===== src/rtl/bongo_pad.sv =====
// Two-player drum pad front end: synchronizes and debounces four raw contacts, reports
// hits, and exposes a serial report register at 16'h4016 plus a live level view at 16'h4017.
module bongo_pad #(
    parameter int unsigned DB_LIMIT = 17900
) (
    input  logic        i_clk_cpu,
    input  logic        i_rst,
    input  logic [1:0]  i_right,
    input  logic [1:0]  i_left,
    input  logic [15:0] i_cpu_addr,
    input  logic [7:0]  i_cpu_data_in,
    input  logic        i_cpu_write,
    input  logic        i_cpu_read,
    output logic [7:0]  o_cpu_data_out,
    output logic [3:0]  o_pad_state,
    output logic [3:0]  o_hit
);

    localparam logic [15:0] AddrSerial = 16'h4016;
    localparam logic [15:0] AddrLevels = 16'h4017;
    localparam logic [15:0] CntLast    = 16'(DB_LIMIT - 1);

    logic [3:0] w_raw;
    logic [3:0] w_stable;
    logic [3:0] w_hit;
    logic [7:0] w_report;
    logic       w_wr_serial;
    logic       w_rd;
    logic       w_strobe_fall;

    logic [3:0] r_sync1;
    logic [3:0] r_sync2;
    logic [3:0] r_stable_prev;
    logic [3:0] r_hit_flags;
    logic       r_strobe;
    logic [7:0] r_shift;
    logic [7:0] r_data_out;

    assign w_raw = {i_left, i_right};

    for (genvar g = 0; g < 4; g++) begin : g_pad
        logic [15:0] r_cnt;
        logic        r_stable;

        // Counter only runs while the synchronized level disagrees with the stable level.
        always_ff @(posedge i_clk_cpu) begin
            if (i_rst) begin
                r_cnt    <= '0;
                r_stable <= 1'b0;
            end else if (r_sync2[g] == r_stable) begin
                r_cnt <= '0;
            end else if (r_cnt == CntLast) begin
                r_stable <= ~r_stable;
                r_cnt    <= '0;
            end else begin
                r_cnt <= r_cnt + 16'd1;
            end
        end

        assign w_stable[g] = r_stable;
    end

    assign w_hit         = w_stable & ~r_stable_prev;
    assign w_report      = {r_hit_flags, w_stable};
    assign w_wr_serial   = i_cpu_write && (i_cpu_addr == AddrSerial);
    // A write wins over a simultaneous read.
    assign w_rd          = i_cpu_read && !i_cpu_write;
    assign w_strobe_fall = w_wr_serial && r_strobe && !i_cpu_data_in[0];

    always_ff @(posedge i_clk_cpu) begin
        if (i_rst) begin
            r_sync1       <= '0;
            r_sync2       <= '0;
            r_stable_prev <= '0;
            r_hit_flags   <= '0;
            r_strobe      <= 1'b0;
            r_shift       <= '0;
            r_data_out    <= '0;
        end else begin
            r_sync1       <= w_raw;
            r_sync2       <= r_sync1;
            r_stable_prev <= w_stable;

            if (w_wr_serial) begin
                r_strobe <= i_cpu_data_in[0];
            end

            // Hits landing in the latch cycle survive the clear.
            r_hit_flags <= (w_strobe_fall ? 4'b0000 : r_hit_flags) | w_hit;

            if (r_strobe) begin
                r_shift <= w_report;
            end else if (w_rd && (i_cpu_addr == AddrSerial)) begin
                r_shift <= {1'b1, r_shift[7:1]};
            end

            if (w_rd) begin
                case (i_cpu_addr)
                    AddrSerial: r_data_out <= {7'b0, r_strobe ? w_report[0] : r_shift[0]};
                    AddrLevels: r_data_out <= {4'b0, w_stable};
                    default:    r_data_out <= 8'h00;
                endcase
            end
        end
    end

    assign o_cpu_data_out = r_data_out;
    assign o_pad_state    = i_rst ? 4'b0000 : w_stable;
    assign o_hit          = i_rst ? 4'b0000 : w_hit;

endmodule


===== config.mk =====
export PLATFORM = sky130hd
export DESIGN_NAME = bongo_pad
export DESIGN_NICKNAME = d
export VERILOG_FILES = /design/src/rtl/bongo_pad.sv
export SDC_FILE = /design/constraint.sdc
export NUM_CORES = 1
export LEC_CHECK = 0
export ABC_AREA = 1
export BUFFER_PORTS_ARGS = -buffer_cell sky130_fd_sc_hd__buf_2
export CAP_MARGIN = 30
export CORE_MARGIN = 2
export CORE_UTILIZATION = 55
export CTS_BUF_LIST = sky130_fd_sc_hd__clkbuf_4
export CTS_CLUSTER_DIAMETER = 30
export DETAILED_ROUTE_END_ITERATION = 8
export GPL_TIMING_DRIVEN = 0
export PLACE_DENSITY = 0.86
export SLEW_MARGIN = 20
export SYNTH_ARGS = -nofsm -noshare
export SYNTH_HDL_FRONTEND = slang
export SYNTH_SLANG_ARGS = --single-unit

===== constraint.sdc =====
create_clock -name i_clk_cpu -period 2.1 [get_ports i_clk_cpu]
set_clock_uncertainty 0.2 [all_clocks]
set_input_delay 0.525 -clock i_clk_cpu [delete_from_list [all_inputs] [get_ports i_clk_cpu]]
set_output_delay 0.525 -clock i_clk_cpu [all_outputs]
set_load 0.005 [all_outputs]

* After elaboration in Yosys (flattened, before gate mapping)
Cells that the tools add are included.
** Storage, ports and cells
- Register bits after elaboration :: 101
- Bits of input ports :: 32
- Output and inout port bits :: 16
- Logic and storage cells :: 63
** Operators by class
- $add $sub $neg :: 4
- Equality and inequality tests :: 10
- Mux-type cells :: 7
- Bitwise logic cells :: 11
- Reductions and logical operators :: 16
** Operator list (number)
- $eq A16 B15 Y1 const B :: 6
- $add A16 B1 Y16 const B :: 4
- $mux W8 :: 2
- $mux W4 :: 3
- $reduce_or A3 Y1 :: 4
- $not A1 Y1 :: 8
- $pmux W4 S2 :: 1
- $reduce_and A2 Y1 :: 4
- $logic_and A1 B1 Y1 :: 5
- $and A4 B4 Y4 :: 1
- $eq A1 B1 Y1 :: 4
- $not A4 Y4 :: 1
- $or A4 B4 Y4 :: 1
- $logic_not A1 Y1 :: 2
- $reduce_bool A2 Y1 :: 1
- $mux W1 :: 1

* Depth between registers and ports, before layout
- Depth in word-level cells :: 6
- Mapped depth :: 10
- Gate-level depth less buffers :: 9

* Worst setup path after synthesis
Ideal clock, no wire load.
- Path kind :: input port to output port
- Start point :: input port i_rst
- End point :: output port o_pad_state[0]
- Arrival :: 1179 ps
- Required time :: 1375 ps
- Setup slack :: 196 ps
- Cell stages on the path :: 3
- Buffers on the path :: 2
- Cell sequence :: clkbuf_1 > clkbuf_1 > nor2_1
** On the way
- Word-level cells in the longest chain between the ends :: 1
** RTL lines
- start: declaration :: RTL line 7 : input logic i_rst,
- $mux W4
- end: declaration :: RTL line 15 : output logic [3:0] o_pad_state,
Every way passes these cells.

* Worst setup path in the final report
Same ends and word-level chain as after synthesis.

==> flow_metrics.py <==
metrics = {
    "cts": {
        "clockRootBuffer": "clkbuf_4",
        "htreeDepth": 3,
        "insertion_delay_ps": 440,
        "cts.sinks": 97,
        "clock_tree.buffer_depth": 2,
        "cts_tree": "done",
        "path_clk_slew_ps": 150,
        "numCtsBuffers": 9,
    },
    "logic_synthesis": {
        "synth.area.top_cells": "dfxtp_1 41%, nand2_1 11%, nor2_1 9.2%",
        "syn_inst": 671,
        "ys_ff_latch": 97,
        "synth_area_um2": 4710,
        "synth_top_area_cell": "dfxtp_1",
        "ys_seq_area_share_pct": 41.2,
        "yosysWarnings": 0,
        "synth_top_area_share_pct": 41.2,
        "syn-mean-instance-area_um2": 7.03,
        "ys_types": 43,
    },
    "timing": {
        "setup_violations": 0,
        "hold_viol": 0,
        "finalCriticalPeriod_ps": 2030,
        "max_freq_mhz": 493,
        "rsz0062_at_grt": "no",
        "whs_ps": 70.6,
        "timing.final.crit_share_pct": 96.7,
        "finalWorstSetupSlack_ps": 69.6,
        "slew_violations": 0,
    },
    "worst_setup_path": {
        "crit_path_end_kind": "primary output",
        "regToRegStartpoint": "g_pad[1].r_cnt[0]$_SDFF_PP0_",
        "crit_type": "in2out",
        "rr_endpoint": "g_pad[1].r_cnt[11]$_SDFF_PP0_",
        "path_max_fanout": 11,
        "start_kind": "input pin",
        "reg2reg_depth": 8,
        "rrSetupSlack_ps": 300,
        "arrival_ps": 1310,
        "worstPathRequired_ps": 1370,
    },
    "placement": {
        "hpwlAfterDp_um": 7490,
        "place_inst": 815,
        "gp_congestion": 0.863,
        "pre_cts_ws_ps": -437,
        "io_buffers": 36,
    },
    "drt": {
        "drt_first_pass_iters": 5,
        "num_vias": 4236,
        "detail_route.iter0.violations": 188,
        "drcViolationCount": 0,
        "routedWlPerCell_um": 11.6,
        "wirelength_um": 9640,
        "via_per_inst": 5.10,
        "ant_nets": 0,
    },
    "die": {
        "core-area_um2": 8260,
        "start_util_pct": 57.1,
        "dieArea_um2": 9330,
        "top_level_ports": 48,
        "fp-row-count": 33,
        "die_w_um": 96.6,
        "die_h_um": 96.6,
    },
    "pwr": {
        "pwr_density_cell_nw_per_um2": 607,
        "power.leakage_nw": 2.11,
        "irDropWorstVdd_mv": 0.451,
    },
    "cells_and_area": {
        "antenna_cells": 0,
        "postLayoutCoreUtil_pct": 63.5,
        "fin_cells": 830,
        "drive_above_1_share_pct": 14.6,
        "final_nets": 756,
        "area_growth_pct": 11.3,
    },
    "hold_path": {
        "whs_endpoint": "r_sync1[2]$_SDFF_PP0_",
        "hold_path_depth": 3,
        "hp-start": "i_left[0]",
        "hp-class": "in2reg",
    },
    "global_routing": {
        "antenna_found_initial": 0,
        "grt_max_degree": 16,
        "grt_pass1_vias": 4268,
        "grt_pass1_wl_um": 17000,
        "globalRouteTotalUtil_pct": 22.7,
        "grt-ovfl-total": 0,
    },
    "status": {
        "outcome": "finished clean",
    },
    "flow_run": {
        "drv_cap": 0,
    },
}
==> what timing repair did <==
item                       in CTS  in global routing
setup buffers                   0                  0
pin swaps                       0                  0
gates resized for setup         5                  6
setup endpoints to repair       7                  8
hold buffers                    0                  0
==> cell usage after synthesis <==
cell and number:
a21boi_0 1, a21o_1 1, a21oi_1 31, a21oi_2 1, a31oi_1 2, and2_1 1
and3_1 2, buf_1 1, buf_2 2, buf_4 4, buf_6 5, clkbuf_1 2
clkbuf_2 1, clkinv_1 1, conb_1 1, dfxtp_1 97, ha_1 4, inv_1 101
inv_2 3, mux2i_1 5, nand2_1 132, nand2_2 7, nand2_4 2, nand3_1 36
nand3_2 4, nand3b_1 2, nand4_1 21, nand4_2 1, nand4_4 1, nor2_1 115
nor2_2 7, nor2_4 3, nor3_1 39, nor3_4 4, nor4_1 1, o21ai_0 10
o21ai_1 1, o21ai_2 1, o21bai_1 2, or2_0 1, or2_2 1, xnor2_1 3
xor2_1 11
==> cell families after synthesis <==
group,count (synthesis),share of synthesized area [%]
compound gates,50,5.73
xor+xnor,14,2.60
fa+ha+maj,4,1.06
buf+inv,120,10.7
flops,97,41.2
mux,5,1.06
other cells,1,0.0795
simple gates,380,37.5
==> layout by cell type (no fill, tap or decap), drive strengths merged, types with 3 or more instances in the layout <==
cell / netlist / layout
nand2: 141 / 141
buf: 12 / 48
clkinv: 1 / 3
nand4: 23 / 23
xor2: 11 / 11
a21oi: 32 / 32
clkbuf: 3 / 12
nor2: 125 / 125
o21ai: 12 / 12
mux2i: 5 / 5
nor3: 43 / 43
dfxtp: 97 / 97
bufinv: 0 / 3
xnor2: 3 / 3
nand3: 40 / 40
ha: 4 / 4
inv: 104 / 104
conb: 1 / 4
==> through the flow <==
step	setup TNS [ps]	power, mW	instance area (µm²)
floorplan	0	1.96	4730
global placement	-1790	2.00	5040
detailed placement	-1910	2.01	5040
CTS	0	3.20	5240
global route	0	3.30	5250
finish	0	3.18	5250
==> critical path, stage by stage <==
cell and delay [ps]:
buf_2 260, clkbuf_4 290, nor2_1 90, buf_2 130
==> worst max path at each step <==
| stage | start | to | slack, ps | cells after the start |
|---|---|---|---|---|
| floorplan | i_rst | o_pad_state[0] | 200 | 3 |
| finish | i_rst | o_pad_state[0] | 70 | 4 |
| global placement | i_rst | o_pad_state[0] | -410 | 5 |
| CTS | i_rst | o_pad_state[0] | 7 | 4 |
| global route | g_pad[0].r_stable$_SDFFE_PP0P_ | o_hit[0] | 10 | 3 |
| detailed placement | i_rst | o_pad_state[0] | -440 | 5 |
==> layer usage <==
layer  global-route usage [%]  vias up  share of wire [%]
li1                         -     2212                  -
met1                     25.1     1938                 43
met2                     42.4       70                 53
met3                     3.80       16                3.1
met4                     9.98        0                1.5
met5                        0        -                  0
==> layout make-up <==
type                            instances  area [µm²]
Sequential cell                        97        1950
Timing Repair Buffer                   36         180
Multi-Input combinational cell        457        2300
Clock inverter                          6         106
Fill cell                             743        3010
Inverter                              105         394
Buffer                                 14         113
Clock buffer                           10        75.1
Tap cell                              105         131
==> report_power, final <==
group / total (mW) / switching (mW) / internal [mW]
sequential: 1.86 / 0.00695 / 1.85
clock: 1.21 / 0.603 / 0.611
combinational: 0.107 / 0.0626 / 0.0447
==> flip-flops by register name, summed over array words and instances (netlist names) <==
name,flops
r_sync1,4
r_shift,8
g_pad.r_cnt,64
r_stable_prev,4
r_sync2,4
r_strobe,1
g_pad.r_stable,4
o_cpu_data_out,4
r_hit_flags,4
Note: power is estimated with default switching activity, not from simulation.
